**src/rtl/buzzer_pattern_driver.sv**
```systemverilog
// Turns the two 2-bit buzz codes into gated square-wave buzzer drives: continuous tone, beep cadence, or silence.
// Define BUZZ_ALTERNATE_EN to make the right channel beep in anti-phase with the left when both codes request beeping.
module buzzer_pattern_driver #(
    parameter int TONE_HALF_PERIOD = 2500,
    parameter int TICK_DIV         = 10000,
    parameter int BEEP_ON_TICKS    = 100,
    parameter int BEEP_OFF_TICKS   = 100
) (
    input  logic       clk,
    input  logic       reset,
    input  logic [1:0] left_buzz,
    input  logic [1:0] right_buzz,
    output logic       left_tone,
    output logic       right_tone,
    output logic       left_active,
    output logic       right_active
);

    localparam int TW   = $clog2(TONE_HALF_PERIOD + 1);
    localparam int DW   = $clog2(TICK_DIV + 1);
    localparam int MAXB = (BEEP_ON_TICKS > BEEP_OFF_TICKS) ? BEEP_ON_TICKS : BEEP_OFF_TICKS;
    localparam int CW   = $clog2(MAXB + 1);

    typedef enum logic [1:0] {IDLE, CONT, BEEP_ON, BEEP_OFF} state_t;

    // Channel index 0 is left, 1 is right.
    logic [1:0]    code_q   [2];
    state_t        state    [2];
    state_t        state_nxt[2];
    logic [CW-1:0] cad      [2];
    logic [CW-1:0] cad_nxt  [2];
    logic [CW-1:0] cad_inc  [2];
    logic          gate     [2];

    logic [TW-1:0] tone_cnt;
    logic          tone_sq;
    logic [DW-1:0] tick_cnt;
    logic          tick;

    assign tick       = (tick_cnt == DW'(TICK_DIV - 1));
    assign cad_inc[0] = cad[0] + 1'b1;
    assign cad_inc[1] = cad[1] + 1'b1;

    // NOTE: reset is synchronous, so it lives inside the clocked branch rather than the sensitivity list.
    always_ff @(posedge clk) begin
        if (reset) begin
            tone_cnt     <= '0;
            tone_sq      <= 1'b0;
            tick_cnt     <= '0;
            left_tone    <= 1'b0;
            right_tone   <= 1'b0;
            left_active  <= 1'b0;
            right_active <= 1'b0;
            for (int ch = 0; ch < 2; ch++) begin
                code_q[ch] <= 2'b00;
                state[ch]  <= IDLE;
                cad[ch]    <= '0;
            end
        end else begin
            if (tone_cnt == TW'(TONE_HALF_PERIOD - 1)) begin
                tone_cnt <= '0;
                tone_sq  <= ~tone_sq;
            end else begin
                tone_cnt <= tone_cnt + 1'b1;
            end
            tick_cnt     <= tick ? '0 : tick_cnt + 1'b1;
            code_q[0]    <= left_buzz;
            code_q[1]    <= right_buzz;
            left_active  <= gate[0];
            right_active <= gate[1];
            left_tone    <= gate[0] & tone_sq;
            right_tone   <= gate[1] & tone_sq;
            for (int ch = 0; ch < 2; ch++) begin
                state[ch] <= state_nxt[ch];
                cad[ch]   <= cad_nxt[ch];
            end
        end
    end

    // NOTE: every output of this block gets a default first, so no path can leave a latch behind.
    always_comb begin
        for (int ch = 0; ch < 2; ch++) begin
            state_nxt[ch] = state[ch];
            cad_nxt[ch]   = cad[ch];
            gate[ch]      = (state[ch] == CONT) || (state[ch] == BEEP_ON);
            case (code_q[ch])
                2'b10: begin
                    state_nxt[ch] = CONT;
                    cad_nxt[ch]   = '0;
                end
                2'b01: begin
                    case (state[ch])
                        BEEP_ON: begin
                            if (tick) begin
                                if (cad_inc[ch] == CW'(BEEP_ON_TICKS)) begin
                                    state_nxt[ch] = BEEP_OFF;
                                    cad_nxt[ch]   = '0;
                                end else begin
                                    cad_nxt[ch] = cad_inc[ch];
                                end
                            end
                        end
                        BEEP_OFF: begin
                            if (tick) begin
                                if (cad_inc[ch] == CW'(BEEP_OFF_TICKS)) begin
                                    state_nxt[ch] = BEEP_ON;
                                    cad_nxt[ch]   = '0;
                                end else begin
                                    cad_nxt[ch] = cad_inc[ch];
                                end
                            end
                        end
                        default: begin
                            // Entering beep mode from IDLE or CONT; the tick phase is left as is.
                            state_nxt[ch] = BEEP_ON;
                            cad_nxt[ch]   = '0;
                        end
                    endcase
                end
                default: begin
                    state_nxt[ch] = IDLE;
                    cad_nxt[ch]   = '0;
                end
            endcase
        end
`ifdef BUZZ_ALTERNATE_EN
        // Right FSM parks in IDLE so that leaving alternation restarts its own cadence from scratch.
        if (code_q[0] == 2'b01 && code_q[1] == 2'b01) begin
            state_nxt[1] = IDLE;
            cad_nxt[1]   = '0;
            gate[1]      = (state[0] != BEEP_ON);
        end
`endif
    end

endmodule

```
**config.mk**
```make
export PLATFORM = sky130hd
export DESIGN_NAME = buzzer_pattern_driver
export DESIGN_NICKNAME = d
export VERILOG_FILES = /design/src/rtl/buzzer_pattern_driver.sv
export SDC_FILE = /design/constraint.sdc
export NUM_CORES = 1
export LEC_CHECK = 0
export BUFFER_PORTS_ARGS = -buffer_cell sky130_fd_sc_hd__buf_2
export CORE_MARGIN = 4
export CORE_UTILIZATION = 50
export DETAILED_ROUTE_END_ITERATION = 8
export PLACE_DENSITY = 0.68
export SLEW_MARGIN = 20
export SYNTH_ARGS = -nofsm -noshare
export SYNTH_HDL_FRONTEND = slang
export SYNTH_SLANG_ARGS = --single-unit
```
**constraint.sdc**
```tcl
create_clock -name clk -period 3.35 [get_ports clk]
set_input_delay 0.1675 -clock clk [delete_from_list [all_inputs] [get_ports clk]]
set_output_delay 0.1675 -clock clk [all_outputs]
set_load 0.01 [all_outputs]
```
Yosys cells after proc, flatten, opt, wreduce, memory -nomap -nowiden
Memories as Yosys holds them, arrays and structs flattened.
Cells that the tools add are included.
{ "totals": {"wordCells": 72, "ram_bits": 22, "n_memories": 3, "out_inout_bits": 4, "register_bits": 31} }
{ "op_classes": {"n_eq_ne": 14, "bitwise": 9, "muxes": 29, "n_reduce_logical": 6, "addsub": 4} }
{ "mem_list": {"columns": ["memory", "words", "word_bits", "rd", "rd_ports_with_merged_regs", "wr", "line_no", "rtl"], "rows": [
  ["cad", 2, 7, 2, 0, 2, "30", "logic [CW-1:0] cad [2];"],
  ["code_q", 2, 2, 2, 0, 2, "27", "logic [1:0] code_q [2];"],
  ["state", 2, 2, 2, 0, 2, "28", "state_t state [2];"]
]} }
{ "op_table": {"columns": ["op", "count"], "rows": [
  ["two-way mux 7 bit", 10],
  ["two-way mux 2 bit", 12],
  ["case mux 2 bit (2 select lines)", 4],
  ["adder 14 x 1 -> 14 bit (second input constant)", 1],
  ["adder 7 x 1 -> 7 bit (second input constant)", 2],
  ["== test 14 bit (second input constant)", 1],
  ["== test 7 bit (second input constant)", 2],
  ["adder 12 x 1 -> 12 bit (second input constant)", 1],
  ["== test 12 bit (second input constant)", 1],
  ["== test 2 bit (second input constant)", 6],
  ["== test 2 x 1 -> 1 bit (second input constant)", 4],
  ["OR reduction 2 bit", 4],
  ["bitwise OR 1 bit", 6],
  ["two-way mux 1 bit", 3],
  ["bitwise AND 1 bit", 2],
  ["logical OR 1 bit", 2],
  ["NOT 1 bit", 1]
]} }

Depth between registers and ports, before layout
Gate-level depths: netlist (run 1).
{ "logic_depth": {"word_depth": 7, "ltp_mapped": 7, "depth_no_buf": 6} }

Worst setup path after synthesis (run 1)
OpenSTA, ideal clock, no wires.
{ "synth_timing": {"path_kind": "register -> register", "start": "register tone_cnt[0]", "end": "register tone_cnt[11]", "stages_incl_launch_ff": 7, "arrival_time_ns": 1.662, "slack_ns": 1.573, "n_path_buf": 1, "setup_time_ns": 0.115, "cell_sequence": "dfxtp_1 > ha_1 > or4b_1 > or3_1 > nand2_1 > buf_4 > nor2_1"} }
{ "synth_between": {"elab_chain_cells": 2, "word_cells_on_any_way": 3, "cone_classes": "add/sub (1); eq/ne (1); reduce/logical (1)"} }
{ "synth_rtl": {"columns": ["item", "line_no", "rtl"], "rows": [
  ["from (decl)", "35", "logic [TW-1:0] tone_cnt;"],
  ["from (signal assigned)", "64", "tone_cnt <= tone_cnt + 1'b1;"],
  ["branches (longest 2 deep; another with adder 12 x 1 -> 12 bit)", null, null]
]} }
Several ways; the timed one is not identified.
A chain may end at the register's enable or synchronous reset.

==> results.sh, run 1 <==
export IMPL_status="finished clean"
export IMPL_synth_cells=269
export IMPL_fill_cells=429
export IMPL_rsz0062_at_grt="no"
export IMPL_root_buffer="clkbuf_8"
export IMPL_syn_nets=287
export IMPL_cts_resized_gates=0
export IMPL_vias=1808
export IMPL_via_per_inst=5.24
export IMPL_p_clk_share_pct=42.4
export IMPL_final_setup_worst_slack_ps=1240
export IMPL_clockBufferDepth=2
export IMPL_highest_layer="met4"
export IMPL_worstPathArrival_ps=2360
export IMPL_synthTopCellsByArea="dfxtp_1 44%, ha_1 6.2%, nor2_1 5.9%, xnor2_1 5.1%, xor2_1 4.0%"
export IMPL_leakagePower_nw=0.937
export IMPL_final_period_utilization_pct=63.1
export IMPL_clk_latency_ps=300
export IMPL_start_util_pct=51.3
export IMPL_ys_ff_latch=53
export IMPL_final_hold_viol_count=0
export IMPL_p_sw_mw=0.236
export IMPL_synth_top_area_share_pct=43.8
export IMPL_synth_seq_area_share_pct=43.8
export IMPL_wirelength_um=4010
export IMPL_grt_pass1_wl_um=6920
export IMPL_wire_per_inst_um=11.6
export IMPL_grt_pass1_vias=1620
export IMPL_h_tree_depth=2
export IMPL_final_common_cell="dfxtp_1"
export IMPL_pwr_share_seq_pct=54.6
export IMPL_p_total_mw=1.19
export IMPL_finalSetupTns_ps=0
export IMPL_final_antenna_net_count=0
export IMPL_grt_max_degree=21
export IMPL_io_pins=10
export IMPL_wl_met1_um=2110
export IMPL_grt_use_total_pct=14.1
export IMPL_ir_worst_vdd_uv=384
export IMPL_areaGrowthSynthToFinish_pct=9.08
export IMPL_num_rows=25
export IMPL_die_h_um=77.6
export IMPL_fmax_mhz=473
export IMPL_drc=0
export IMPL_drt_initial_drc_count=37
export IMPL_yosysWarningCount=0
export IMPL_cts_sinks=53
export IMPL_maxSlewHeadroom_pct=62.6
export IMPL_cts_tree="done"
export IMPL_setup_viol=0
export IMPL_gp_congestion=0.753
export IMPL_instances_no_fill=345
export IMPL_core_region_area_um2=4720
export IMPL_period_needed_ps=2110
export IMPL_switching_share_pct=19.9
export IMPL_yosys_area_top_type="dfxtp_1"
export IMPL_antenna_found_initial=0
export IMPL_antenna_cells=0
export IMPL_syn_area_per_cell_um2=9.01
export IMPL_hold_buffers=0
export IMPL_criticalPathCategory="flip-flop to flip-flop"
export IMPL_power_frac_comb_pct=3.1
export IMPL_dr_pass1_iters=4
export IMPL_die_w_um=77.6
export IMPL_post_cts_buffers=0
export IMPL_slew_viol_final=0
export IMPL_clock_skew_ps=6.96
export IMPL_maxCapViolCount=0
export IMPL_worst_slew_pin_slew_ps=555
export IMPL_synth_area_um2=2420
export IMPL_io_buffers=9
export IMPL_start_kind="flip-flop"
export IMPL_crit_path_end_kind="flip-flop"
export IMPL_worstPathRequired_ps=3590
export IMPL_dp_hpwl_um=2810
export IMPL_preCtsSetupSlack_ps=1220
export IMPL_die_area_um2=6030
export IMPL_power_density_nw_per_um2=450
export IMPL_final_core_util_pct=56.0
export IMPL_clk_pin_slew_ps=90
export IMPL_synth_cell_type_count=38
export IMPL_wl_met2_um=1770
export IMPL_placedCellCount=337
export IMPL_nNetsFinal=295
export IMPL_p_int_mw=0.953
export IMPL_final_cell_mix="53 x dfxtp_1, 38 x nor2_1, 19 x nand2_1, 14 x nand3_1, 14 x xnor2_1"
export IMPL_drive_above_1_share_pct=7.55
export IMPL_numCtsBuffers=5
export IMPL_critPathMaxFanout=20
export IMPL_hold_path_class="input pin to flip-flop"
export IMPL_grt_ovfl_total=0
export IMPL_met3WireLength_um=83
==> sequential cells by signal (all words and copies together) (netlist names), 4 cells and up <==
| name | count |
|---|---|
| cad | 14 |
| tone_cnt | 12 |
| state | 4 |
| tick_cnt | 14 |
| code_q | 4 |
==> metal layers <==
layer / vias up / GRT usage (%)
met5: - / 0
met3: 5 / 3.48
met2: 12 / 22.9
met4: 0 / 5.34
li1: 961 / -
met1: 830 / 18.0
==> cells by family after synthesis <==
logic type	count (synthesis)	synth area share, %
simple gates	128	29.5
compound gates	32	8.05
flops	53	43.8
buf+inv	19	3.46
xor+xnor	25	9.03
fa+ha+maj	12	6.19
==> worst max-delay path, stage by stage, from the launching register on <==
cell and delay, ps:
dfxtp_1 370, ha_1 210, and4_1 310, nand4_2 400, or4b_1 620, a21oi_1 150
==> final cells by class <==
| class | instances | area [µm²] | area share (%) |
|---|---|---|---|
| flip-flops and latches | 53 | 1060 | 40.1 |
| clock inverters | 3 | 65.1 | 2.46 |
| inverters | 11 | 41.3 | 1.56 |
| well taps | 67 | 83.8 | 3.17 |
| clock buffers | 5 | 68.8 | 2.60 |
| repair buffers | 9 | 45.0 | 1.70 |
| multi-input cells | 197 | 1280 | 48.4 |
==> final timing paths <==
kind | slack [ps] | end | depth (start not counted) | startpoint
setup / recovery | 1240 | cad[0][5]$_SDFFE_PP0P_ | 5 | tick_cnt[0]$_SDFF_PP0_
hold / removal | 70 | code_q[0][2]$_SDFF_PP0_ | 2 | right_buzz[0]
setup reg to reg | 1240 | cad[0][5]$_SDFFE_PP0P_ | 5 | tick_cnt[0]$_SDFF_PP0_
hold reg to reg | 470 | tick_cnt[0]$_SDFF_PP0_ | 1 | tick_cnt[0]$_SDFF_PP0_
==> power by group through the flow <==
stage / registers [mW] / logic [mW] / clock network [mW]
finish: 0.649 / 0.0369 / 0.504
global placement: 0.663 / 0.0372 / 0
global route: 0.651 / 0.0434 / 0.539
detailed placement: 0.664 / 0.0374 / 0
CTS: 0.649 / 0.0377 / 0.519
floorplan: 0.663 / 0.0273 / 0
==> Yosys cell counts <==
| cell type | count |
|---|---|
| or3_1 | 3 |
| and3_1 | 4 |
| nor2_1 | 38 |
| and4_1 | 8 |
| a32o_1 | 1 |
| ha_1 | 12 |
| a211oi_1 | 1 |
| nor4_1 | 2 |
| nand2b_1 | 2 |
| and2_1 | 4 |
| nor3_1 | 7 |
| a221o_1 | 1 |
| nand4_1 | 6 |
| or4b_1 | 3 |
| nand2_1 | 19 |
| xnor2_1 | 14 |
| dfxtp_1 | 53 |
| xor2_1 | 11 |
| o311a_1 | 2 |
| o31ai_1 | 1 |
| o211ai_1 | 1 |
| buf_6 | 1 |
| nor2b_1 | 6 |
| nand4b_1 | 2 |
| clkbuf_1 | 5 |
| clkbuf_2 | 1 |
| or4_1 | 4 |
| nor4b_4 | 1 |
| nand4_2 | 2 |
| nand3_1 | 14 |
| nand3b_1 | 1 |
| o21ai_0 | 10 |
| buf_4 | 1 |
| nor4b_1 | 1 |
| nor4b_2 | 1 |
| a32oi_1 | 2 |
| a21oi_1 | 13 |
| inv_1 | 11 |
==> through the flow <==
stage | area [µm²] | hold WS (ps)
6_report | 2650 | 71.2
2_1_floorplan | 2420 | 296
5_1_grt | 2650 | 65.5
4_1_cts | 2650 | 56.8
3_5_place_dp | 2510 | 381
3_3_place_gp | 2510 | 377
(Power assumes the default switching activity.)
==> run 2, diff against run 1 <==
--- a/config.mk
+++ b/config.mk
@@ -5,11 +5,12 @@
 export SDC_FILE = /design/constraint.sdc
 export NUM_CORES = 1
 export LEC_CHECK = 0
+export ABC_AREA = 1
 export BUFFER_PORTS_ARGS = -buffer_cell sky130_fd_sc_hd__buf_2
 export CORE_MARGIN = 4
 export CORE_UTILIZATION = 50
 export DETAILED_ROUTE_END_ITERATION = 8
-export PLACE_DENSITY = 0.68
+export PLACE_DENSITY = 0.7
 export SLEW_MARGIN = 20
 export SYNTH_ARGS = -nofsm -noshare
 export SYNTH_HDL_FRONTEND = slang
==> constraint.sdc (replaced) <==
create_clock -name clk -period 1.7 [get_ports clk]
set_input_delay 0.085 -clock clk [delete_from_list [all_inputs] [get_ports clk]]
set_output_delay 0.085 -clock clk [all_outputs]
set_load 0.01 [all_outputs]
==> run 2 against run 1 <==
  * Critical path depth rose by 3
  * Sequential power is 97% higher
  * Clock-buffer cell count is the same
  * Critical endpoint is now tick_cnt[12]$_SDFF_PP0_
  * Largest power group unchanged
==> results.sh, run 2 <==
export IMPL_seq_area_um2=1060
export IMPL_status="finished clean"
export IMPL_dominantRegCellSynth="dfxtp_1"
export IMPL_dp_hpwl_um=3120
export IMPL_hold_path_class="input pin to flip-flop"
export IMPL_synth_cell_type_count=29
export IMPL_h_tree_depth=2
export IMPL_post_cts_buffers=0
export IMPL_antenna_found_initial=0
export IMPL_wire_per_inst_um=9.63
export IMPL_die_w_um=79.2
export IMPL_synthTopCellsByArea="dfxtp_1 42%, nand2_1 8.2%, nor2_1 8.2%, inv_1 7.6%, ha_1 5.9%"
export IMPL_synth_area_um2=2530
export IMPL_yosysWarningCount=0
export IMPL_die_h_um=79.2
export IMPL_worstPathRequired_ps=1890
export IMPL_vias=2018
export IMPL_antenna_cells=0
export IMPL_crit_path_end_kind="flip-flop"
export IMPL_grt_pass1_wl_um=7560
export IMPL_slew_viol_final=0
export IMPL_cts_tree="done"
export IMPL_cp_num_buf_inv=1
export IMPL_final_common_cell="nand2_1"
export IMPL_criticalPathCategory="flip-flop to flip-flop"
export IMPL_final_cell_mix="54 x nand2_1, 52 x nor2_1, 52 x dfxtp_1, 50 x inv_1, 22 x a21oi_1"
export IMPL_drive_above_1_share_pct=13.1
export IMPL_ys_ff_latch=53
export IMPL_synth_top_area_share_pct=41.9
export IMPL_cp_slowest_cell="dfxtp_2"
export IMPL_clock_skew_ps=5.39
export IMPL_grt_max_degree=16
export IMPL_reg_largest_list="cad (14), tick_cnt (14), tone_cnt (12)"
export IMPL_drt_initial_drc_count=54
export IMPL_wirelength_um=4110
export IMPL_io_buffers=9
export IMPL_final_period_utilization_pct=92.6
export IMPL_setup_viol=0
export IMPL_maxCapViolCount=0
export IMPL_grt_pass1_vias=1840
export IMPL_start_kind="flip-flop"
export IMPL_maxSlewHeadroom_pct=76.2
export IMPL_syn_area_per_cell_um2=7.42
export IMPL_clk_latency_ps=300
export IMPL_worstPathArrival_ps=1760
export IMPL_crit_chain="ha_2 > nand3_2 > nor2_1 > nand3_1 > nor2_1 > inv_1 > o21ai_0 > a21oi_1"
export IMPL_p_total_mw=2.17
export IMPL_gp_congestion=0.808
export IMPL_worst_slew_pin_slew_ps=355
export IMPL_drc=0
export IMPL_instances_no_fill=427
export IMPL_period_needed_ps=1570
export IMPL_root_buffer="clkbuf_8"
export IMPL_syn_nets=359
export IMPL_core_region_area_um2=4820
export IMPL_clockBufferDepth=2
export IMPL_power_density_nw_per_um2=766
export IMPL_async_flop_share_pct=0
export IMPL_leakagePower_nw=1.08
export IMPL_clk_pin_slew_ps=90
export IMPL_nNetsFinal=378
export IMPL_start_util_pct=52.5
export IMPL_numCtsBuffers=5
export IMPL_crit_family="simple AND/OR/NAND/NOR gates"
export IMPL_finalSetupTns_ps=0
export IMPL_final_antenna_net_count=0
export IMPL_rsz0062_at_grt="no"
export IMPL_crit_top_cell="nor2_1"
export IMPL_critPathMaxFanout=3
export IMPL_num_rows=25
export IMPL_final_hold_viol_count=0
export IMPL_cts_sinks=53
export IMPL_synth_cells=341
export IMPL_multiInputGateArea_um2=1260
export IMPL_synth_edf_count=0
export IMPL_die_area_um2=6260
export IMPL_io_pins=10
export IMPL_ir_worst_vdd_uv=433
export IMPL_synth_seq_area_share_pct=41.9
export IMPL_placedCellCount=416
export IMPL_yosys_top_cells_count="55 x nand2_1, 55 x nor2_1, 53 x dfxtp_1, 51 x inv_1, 23 x a21oi_1"
export IMPL_final_core_util_pct=58.9
export IMPL_grt_use_total_pct=14.8
export IMPL_via_per_inst=4.73
export IMPL_yosys_area_top_type="dfxtp_1"
export IMPL_fill_cells=457
export IMPL_areaGrowthSynthToFinish_pct=12.0
export IMPL_fmax_mhz=636
export IMPL_grt_ovfl_total=0
export IMPL_dr_pass1_iters=4
export IMPL_critPathMaxStageDelay_ps=350
==> run 2: changes by cell type in the layout (fill, tap and decap cells not counted), sizes merged, moves of 8 or more <==
cell   previous run  this run
and4              8         0
a21oi            13        23
nor2             38        62
nand2            19        59
inv              11        50
xnor2            14         3
==> run 2: repair_timing <==
action / 4_1_cts / 5_1_grt
hold buffers: 4 / 0
endpoints found under the hold margin: 4 / 0
resized for setup: 0 / 12
setup endpoints to repair: 0 / 14
==> run 2: worst paths after layout <==
check,from,endpoint,slack (ps),cells past startpoint
worst max-delay path,tick_cnt[0]$_SDFF_PP0_,tick_cnt[12]$_SDFF_PP0_,130,8
worst min-delay path,reset,left_active$_SDFF_PP0_,110,2
worst max register to register,tick_cnt[0]$_SDFF_PP0_,tick_cnt[12]$_SDFF_PP0_,130,8
worst min register to register,tick_cnt[0]$_SDFF_PP0_,tick_cnt[0]$_SDFF_PP0_,420,1
==> run 2: cells by family after synthesis <==
logic type / Yosys count / synth area share, %
AOI/OAI and AO/OA: 39 / 7.96
xor gates and xnor gates: 11 / 3.81
adders and majority gates: 12 / 5.93
and+or+nand+nor: 169 / 31.1
DFF: 53 / 41.9
buffers and inverters: 57 / 9.29
==> run 2: layer usage <==
metal  global-route usage, %  part of all wire (%)  up-vias  wire length [µm]
met3                    3.40                   1.9        4                78
met5                       0                     0        -                 0
met4                    5.15                   1.1        0                47
met1                    19.3                    51      887              2090
met2                    23.9                    46       12              1890
li1                        -                     -     1115                 -
==> run 2: layout make-up <==
cell class                      count  area share (%)
Clock buffer                        5            2.43
Clock inverter                      2            1.24
Inverter                           51            6.88
Multi-Input combinational cell    231            44.6
Sequential cell                    53            37.5
Tap cell                           67            2.96
Timing Repair Buffer               18            4.46
==> run 2: metrics by stage <==
stage	instance area, µm²	worst slack (ps)	hold WS (ps)
2_1_floorplan	2530	262	192
3_3_place_gp	2650	115	291
3_5_place_dp	2650	53.2	298
4_1_cts	2800	37.4	105
5_1_grt	2840	2.79	116
6_report	2840	127	108
==> run 2: power by group <==
group	switching, mW	total (mW)	internal (mW)
Sequential	0.0136	1.28	1.26
Clock	0.376	0.804	0.428
Combinational	0.0483	0.0902	0.0419
Total	0.438	2.17	1.73
